## config.mk

```make
export PLATFORM = sky130hd
export DESIGN_NAME = led_output_stage
export DESIGN_NICKNAME = d
export VERILOG_FILES = /design/src/rtl/led_stage_pkg.sv /design/src/rtl/led_pwm_gen.sv /design/src/rtl/led_output_stage.sv
export SDC_FILE = /design/constraint.sdc
export NUM_CORES = 1
export LEC_CHECK = 0
export ABC_AREA = 1
export BUFFER_PORTS_ARGS = -buffer_cell sky130_fd_sc_hd__clkbuf_2
export CAP_MARGIN = 10
export CORE_ASPECT_RATIO = 1.2
export CORE_UTILIZATION = 60
export CTS_CLUSTER_DIAMETER = 150
export DETAILED_ROUTE_END_ITERATION = 6
export GPL_TIMING_DRIVEN = 0
export PLACE_DENSITY = 0.81
export SYNTH_ARGS = -nofsm -noshare
export SYNTH_HDL_FRONTEND = slang
export SYNTH_HIERARCHICAL = 1
export SYNTH_SLANG_ARGS = --single-unit
export TNS_END_PERCENT = 20
```

## constraint.sdc

```tcl
create_clock -name gclk -period 2.8 [get_ports gclk]
set_input_delay 0.28 -clock gclk [delete_from_list [all_inputs] [get_ports gclk]]
set_output_delay 0.28 -clock gclk [all_outputs]
set_load 0.01 [all_outputs]
```

## src/rtl/led_stage_pkg.sv

```systemverilog
// Shared types and default sizing for the LED output stage.
`default_nettype none

package led_stage_pkg;

  localparam int HALF_W_DEF     = 4;
  localparam int STABLE_CYC_DEF = 16;
  localparam int PWM_BITS_DEF   = 8;

  typedef enum logic [1:0] {
    RUN    = 2'd0,
    DRAIN  = 2'd1,
    HOLD   = 2'd2,
    RESUME = 2'd3
  } state_e;

  // Decoupled whenever the partition outputs are not trusted.
  function automatic logic is_acked(state_e s);
    return (s == HOLD) || (s == RESUME);
  endfunction

endpackage

`default_nettype wire

```

## src/rtl/led_pwm_gen.sv

```systemverilog
// Free-running PWM with brightness sampled only at counter wrap.
`default_nettype none

module led_pwm_gen #(
  parameter int PWM_BITS = 8
) (
  input  logic                gclk,
  input  logic                rst_n,
  input  logic [PWM_BITS-1:0] brightness_i,
  output logic                on_o
);

  localparam logic [PWM_BITS-1:0] ALL_ONES = '1;

  logic [PWM_BITS-1:0] pwm_cnt_q;
  logic [PWM_BITS-1:0] bright_q;

  always_ff @(posedge gclk or negedge rst_n) begin
    if (!rst_n) begin
      pwm_cnt_q <= '0;
      bright_q  <= '0;
    end else begin
      pwm_cnt_q <= pwm_cnt_q + PWM_BITS'(1);
      // Duty changes only take effect on a period boundary to avoid runt pulses.
      if (pwm_cnt_q == ALL_ONES) begin
        bright_q <= brightness_i;
      end
    end
  end

  assign on_o = (bright_q == ALL_ONES) || (pwm_cnt_q < bright_q);

endmodule

`default_nettype wire

```

## src/rtl/led_output_stage.sv

```systemverilog
// Glitch filter, DFX decouple FSM and PWM-gated LED register for the shifter RP outputs.
`default_nettype none

module led_output_stage
  import led_stage_pkg::*;
#(
  parameter int HALF_W     = HALF_W_DEF,
  parameter int STABLE_CYC = STABLE_CYC_DEF,
  parameter int PWM_BITS   = PWM_BITS_DEF
) (
  input  logic                gclk,
  input  logic                rst_n,
  input  logic [HALF_W-1:0]   rp_upper,
  input  logic [HALF_W-1:0]   rp_lower,
  input  logic                decouple_req,
  output logic                decouple_ack,
  input  logic [PWM_BITS-1:0] brightness,
  output logic [2*HALF_W-1:0] led,
  output logic                frozen
);

  localparam int                LED_W    = 2 * HALF_W;
  localparam int                CNT_W    = (STABLE_CYC > 2) ? $clog2(STABLE_CYC) : 1;
  localparam logic [CNT_W-1:0]  STAB_MAX = CNT_W'(STABLE_CYC - 1);

  state_e            state_q, state_d;
  logic [LED_W-1:0]  rp_q;
  logic [LED_W-1:0]  cand_q, cand_d;
  logic [CNT_W-1:0]  stab_q, stab_d;
  logic [LED_W-1:0]  committed_q, committed_d;
  logic [LED_W-1:0]  led_q, led_d;
  logic              ack_q, ack_d;
  logic              frozen_q, frozen_d;

  logic              pwm_on;
  logic              filter_en;
  logic              match;
  logic              stable;

  led_pwm_gen #(
    .PWM_BITS (PWM_BITS)
  ) u_pwm (
    .gclk         (gclk),
    .rst_n        (rst_n),
    .brightness_i (brightness),
    .on_o         (pwm_on)
  );

  assign match  = (rp_q == cand_q);
  assign stable = match && (stab_q == STAB_MAX);

  always_comb begin
    state_d     = state_q;
    cand_d      = cand_q;
    stab_d      = stab_q;
    committed_d = committed_q;
    filter_en   = 1'b0;

    case (state_q)
      RUN: begin
        // A decouple request wins over any pending commit in the same cycle.
        if (decouple_req) begin
          state_d = DRAIN;
        end else begin
          filter_en = 1'b1;
          if (stable) begin
            committed_d = cand_q;
          end
        end
      end
      DRAIN: begin
        stab_d  = '0;
        state_d = HOLD;
      end
      HOLD: begin
        if (!decouple_req) begin
          state_d = RESUME;
        end
      end
      RESUME: begin
        if (decouple_req) begin
          state_d = HOLD;
          stab_d  = '0;
        end else begin
          filter_en = 1'b1;
          if (stable) begin
            committed_d = cand_q;
            state_d     = RUN;
          end
        end
      end
      default: begin
        state_d = RUN;
      end
    endcase

    if (filter_en) begin
      if (!match) begin
        cand_d = rp_q;
        stab_d = '0;
      end else if (stab_q != STAB_MAX) begin
        stab_d = stab_q + CNT_W'(1);
      end
    end

    led_d    = pwm_on ? committed_q : '0;
    ack_d    = is_acked(state_d);
    frozen_d = (state_d != RUN);
  end

  always_ff @(posedge gclk or negedge rst_n) begin
    if (!rst_n) begin
      state_q     <= RUN;
      rp_q        <= '0;
      cand_q      <= '0;
      stab_q      <= '0;
      committed_q <= '0;
      led_q       <= '0;
      ack_q       <= 1'b0;
      frozen_q    <= 1'b0;
    end else begin
      state_q     <= state_d;
      rp_q        <= {rp_upper, rp_lower};
      cand_q      <= cand_d;
      stab_q      <= stab_d;
      committed_q <= committed_d;
      led_q       <= led_d;
      ack_q       <= ack_d;
      frozen_q    <= frozen_d;
    end
  end

  assign led          = led_q;
  assign decouple_ack = ack_q;
  assign frozen       = frozen_q;

endmodule

`default_nettype wire

```

==> results.yml <==
setup_path:
  worst-setup-path-type: "flop to flop"
  reg2reg_depth: 9
  worstReg2RegStart: "decouple_ack"
  cpMostUsedCell: "inv_1"
  critPathMaxFanout: 10
  r2r_slack_ns: 0.91
  critical_path_required_ns: 3.00
  startpoint: "decouple_ack"
  end_kind: "flop"
  cpPeakStageDelay_ns: 0.45
  r2r_end: "committed_q[7]"
  worstPathCellList: "inv_1 -> ha_1 -> nor2_1 -> inv_1 -> nor2_4 -> nand2_4 -> buf_6 -> nand2_2 -> o21ai_2"
  arrival_ns: 2.09
  cp_slowest_cell: "dfrtp_1"
  cp-start-kind: "flop"
yosys:
  synthCells: 283
  ys_warn_count: 6
  ys_ff_latch: 55
  syn_nets: 315
  synth_cell_types: 24
  synth_area_per_cell_um2: 9.14
  ys_seq_area_share_pct: 53.2
  syn_area_mm2: 0.00259
sta:
  whs_ns: 0.0759
  worst_slew_pin_slew_ns: 0.535
  period_needed_ns: 1.89
  slew_viol_final: 0
  clock.fmax_mhz: 530
  post-route-period-util_pct: 67.4
  final-hold-violation-count: 0
  fin_tns_setup_ns: 0
  setup_violations: 0
  worst_slack_ns: 0.912
  relSlewSlack_pct: 64.4
  skew_ns: 0.00401
  rsz0062_at_grt: "no"
floorplanning:
  initial_core_util_pct: 64.1
  rows: 25
  ioPinCount: 29
  die_y_um: 73.9
  die_area_mm2: 0.00458
  core-area_mm2: 0.00404
  die_w_um: 61.9
detailed_routing:
  drc_errors: 0
  wire_per_inst_um: 10.5
  via_count: 1806
  drt-total-wl_mm: 3.95
  drt_iter0_drc: 47
  final_antenna_net_count: 0
  viasPerCell: 4.82
  dr.pass1.iters: 4
placement:
  post-place-ws_ns: 0.901
  port_buffers: 28
  place_area_mm2: 0.00282
  gp_congestion: 0.764
  hpwl_mm: 3.01
  place_inst: 366
global_route:
  antenna_found_initial: 0
  grt_pass1_vias: 1680
  grt_max_degree: 35
  overflow: 0
  track_usage_pct: 21.0
  grt_first_pass_wirelength_mm: 6.92
outcome:
  status: "finished clean"
power:
  finalPower_mw: 1.89
  irDropWorstVdd_mv: 0.522
  p_per_area_mw_per_mm2: 648
  p_leak_nw: 1.60
finish:
  layout.cells.non_filler: 375
  drive_gt1_share_pct: 22.1
  final_common_cell: "nand2_1"
  final_nets: 352
  nFillCells: 306
  fin_util_pct: 72.5
  layout_common_cells: "79 x nand2_1, 55 x dfrtp_1, 43 x inv_1, 28 x clkbuf_2"
  antennaDiodeCount: 0
  design_area_mm2: 0.00293
  area_growth_pct: 13.1
clock_network:
  cts_resized: 0
  cts_tree: "built"
  clk_pin_slew_ns: 0.09
  worstSkewPairLatency_ns: 0.30
  cts_buffers: 5
  clkSinkCount: 55
  clockBufferDepth: 2
  ctsHtreeMaxLevel: 2
  root_buffer: "clkbuf_8"
hold_path:
  whs_path_depth: 1
  min_to: "rp_q[4]"
  hold_class: "input port to flop"
  min_from: "rp_upper[0]"
run:
  maxCapViolations: 0
==> cell families after synthesis <==
group	Yosys count	synth area share [%]
simple gates	122	20.6
xor+xnor	9	3.05
buf+inv	50	7.88
compound gates	34	8.95
fa+ha+maj	13	6.29
flops	55	53.2
==> synth_stat cells <==
| cell type | n | area (um2) |
|---|---|---|
| inv_1 | 43 | 161 |
| nor2_2 | 5 | 31.3 |
| buf_6 | 2 | 22.5 |
| xor2_1 | 6 | 52.6 |
| xnor2_1 | 3 | 26.3 |
| inv_2 | 3 | 11.3 |
| nor4_1 | 1 | 6.26 |
| a21oi_1 | 6 | 30.0 |
| buf_2 | 1 | 5.00 |
| nor3_1 | 2 | 10.0 |
| ha_1 | 13 | 163 |
| o211ai_1 | 2 | 15.0 |
| nor2_4 | 3 | 33.8 |
| nand2_4 | 1 | 11.3 |
| o21ai_0 | 11 | 55.1 |
| nand2_2 | 4 | 25.0 |
| nor2_1 | 13 | 48.8 |
| o21ai_2 | 8 | 70.1 |
| clkbuf_1 | 1 | 3.75 |
| a21oi_2 | 7 | 61.3 |
| nand2_1 | 79 | 297 |
| nand3_1 | 13 | 65.1 |
| dfrtp_1 | 55 | 1380 |
| or2_2 | 1 | 6.26 |
==> flip-flops by register name (all words and copies together), names as in the netlist <==
| signal | count |
|---|---|
| led | 8 |
| decouple_ack | 1 |
| state_q | 1 |
| stab_q | 4 |
| committed_q | 8 |
| frozen | 1 |
| u_pwm/bright_q | 8 |
| cand_q | 8 |
| u_pwm/pwm_cnt_q | 8 |
| rp_q | 8 |
==> how the worst max path moves through the flow <==
stage | slack (ns) | endpoint | cells past startpoint
2_1_floorplan | 1.08 | committed_q[6] | 9
3_3_place_gp | 0.92 | committed_q[7] | 9
3_5_place_dp | 0.90 | committed_q[7] | 9
4_1_cts | 0.90 | committed_q[7] | 9
5_1_grt | 0.78 | committed_q[7] | 9
6_report | 0.91 | committed_q[7] | 9
==> layer usage <==
layer  part of all wire (%)  track usage, %  vias up
li1                       -               -      946
met1                     42            23.8      827
met2                     52            36.6       25
met3                    2.9            4.17        8
met4                    2.3            10.4        0
met5                      0               0        -
==> worst max-delay path: cells and delay by family, from the launching register on <==
family / cells / cell delay [ns]
adders and majority gates: 1 / 0.29
DFF: 1 / 0.45
buffers and inverters: 3 / 0.40
and+or+nand+nor: 4 / 0.60
AOI/OAI and AO/OA: 1 / 0.05
==> layout make-up <==
cell class	instances	area, um2	area share (%)
Clock buffer	8	100	3.42
Timing Repair Buffer	30	170	5.82
Tap cell	54	67.6	2.31
Buffer	4	31.3	1.07
Inverter	46	173	5.90
Sequential cell	55	1380	47.0
Multi-Input combinational cell	178	1010	34.4
==> report_power, final <==
| part | switching, mW | internal (mW) | total [mW] |
|---|---|---|---|
| Clock | 0.234 | 0.226 | 0.460 |
| Sequential | 0.0736 | 0.896 | 0.969 |
| Combinational | 0.290 | 0.175 | 0.466 |
==> what timing repair did <==
action                                  CTS  global route
hold buffers                              1             0
buffers inserted                          0             0
endpoints found under the setup margin    0             0
endpoints found under the hold margin    21             0
Note: power is estimated with default switching activity, not from simulation.
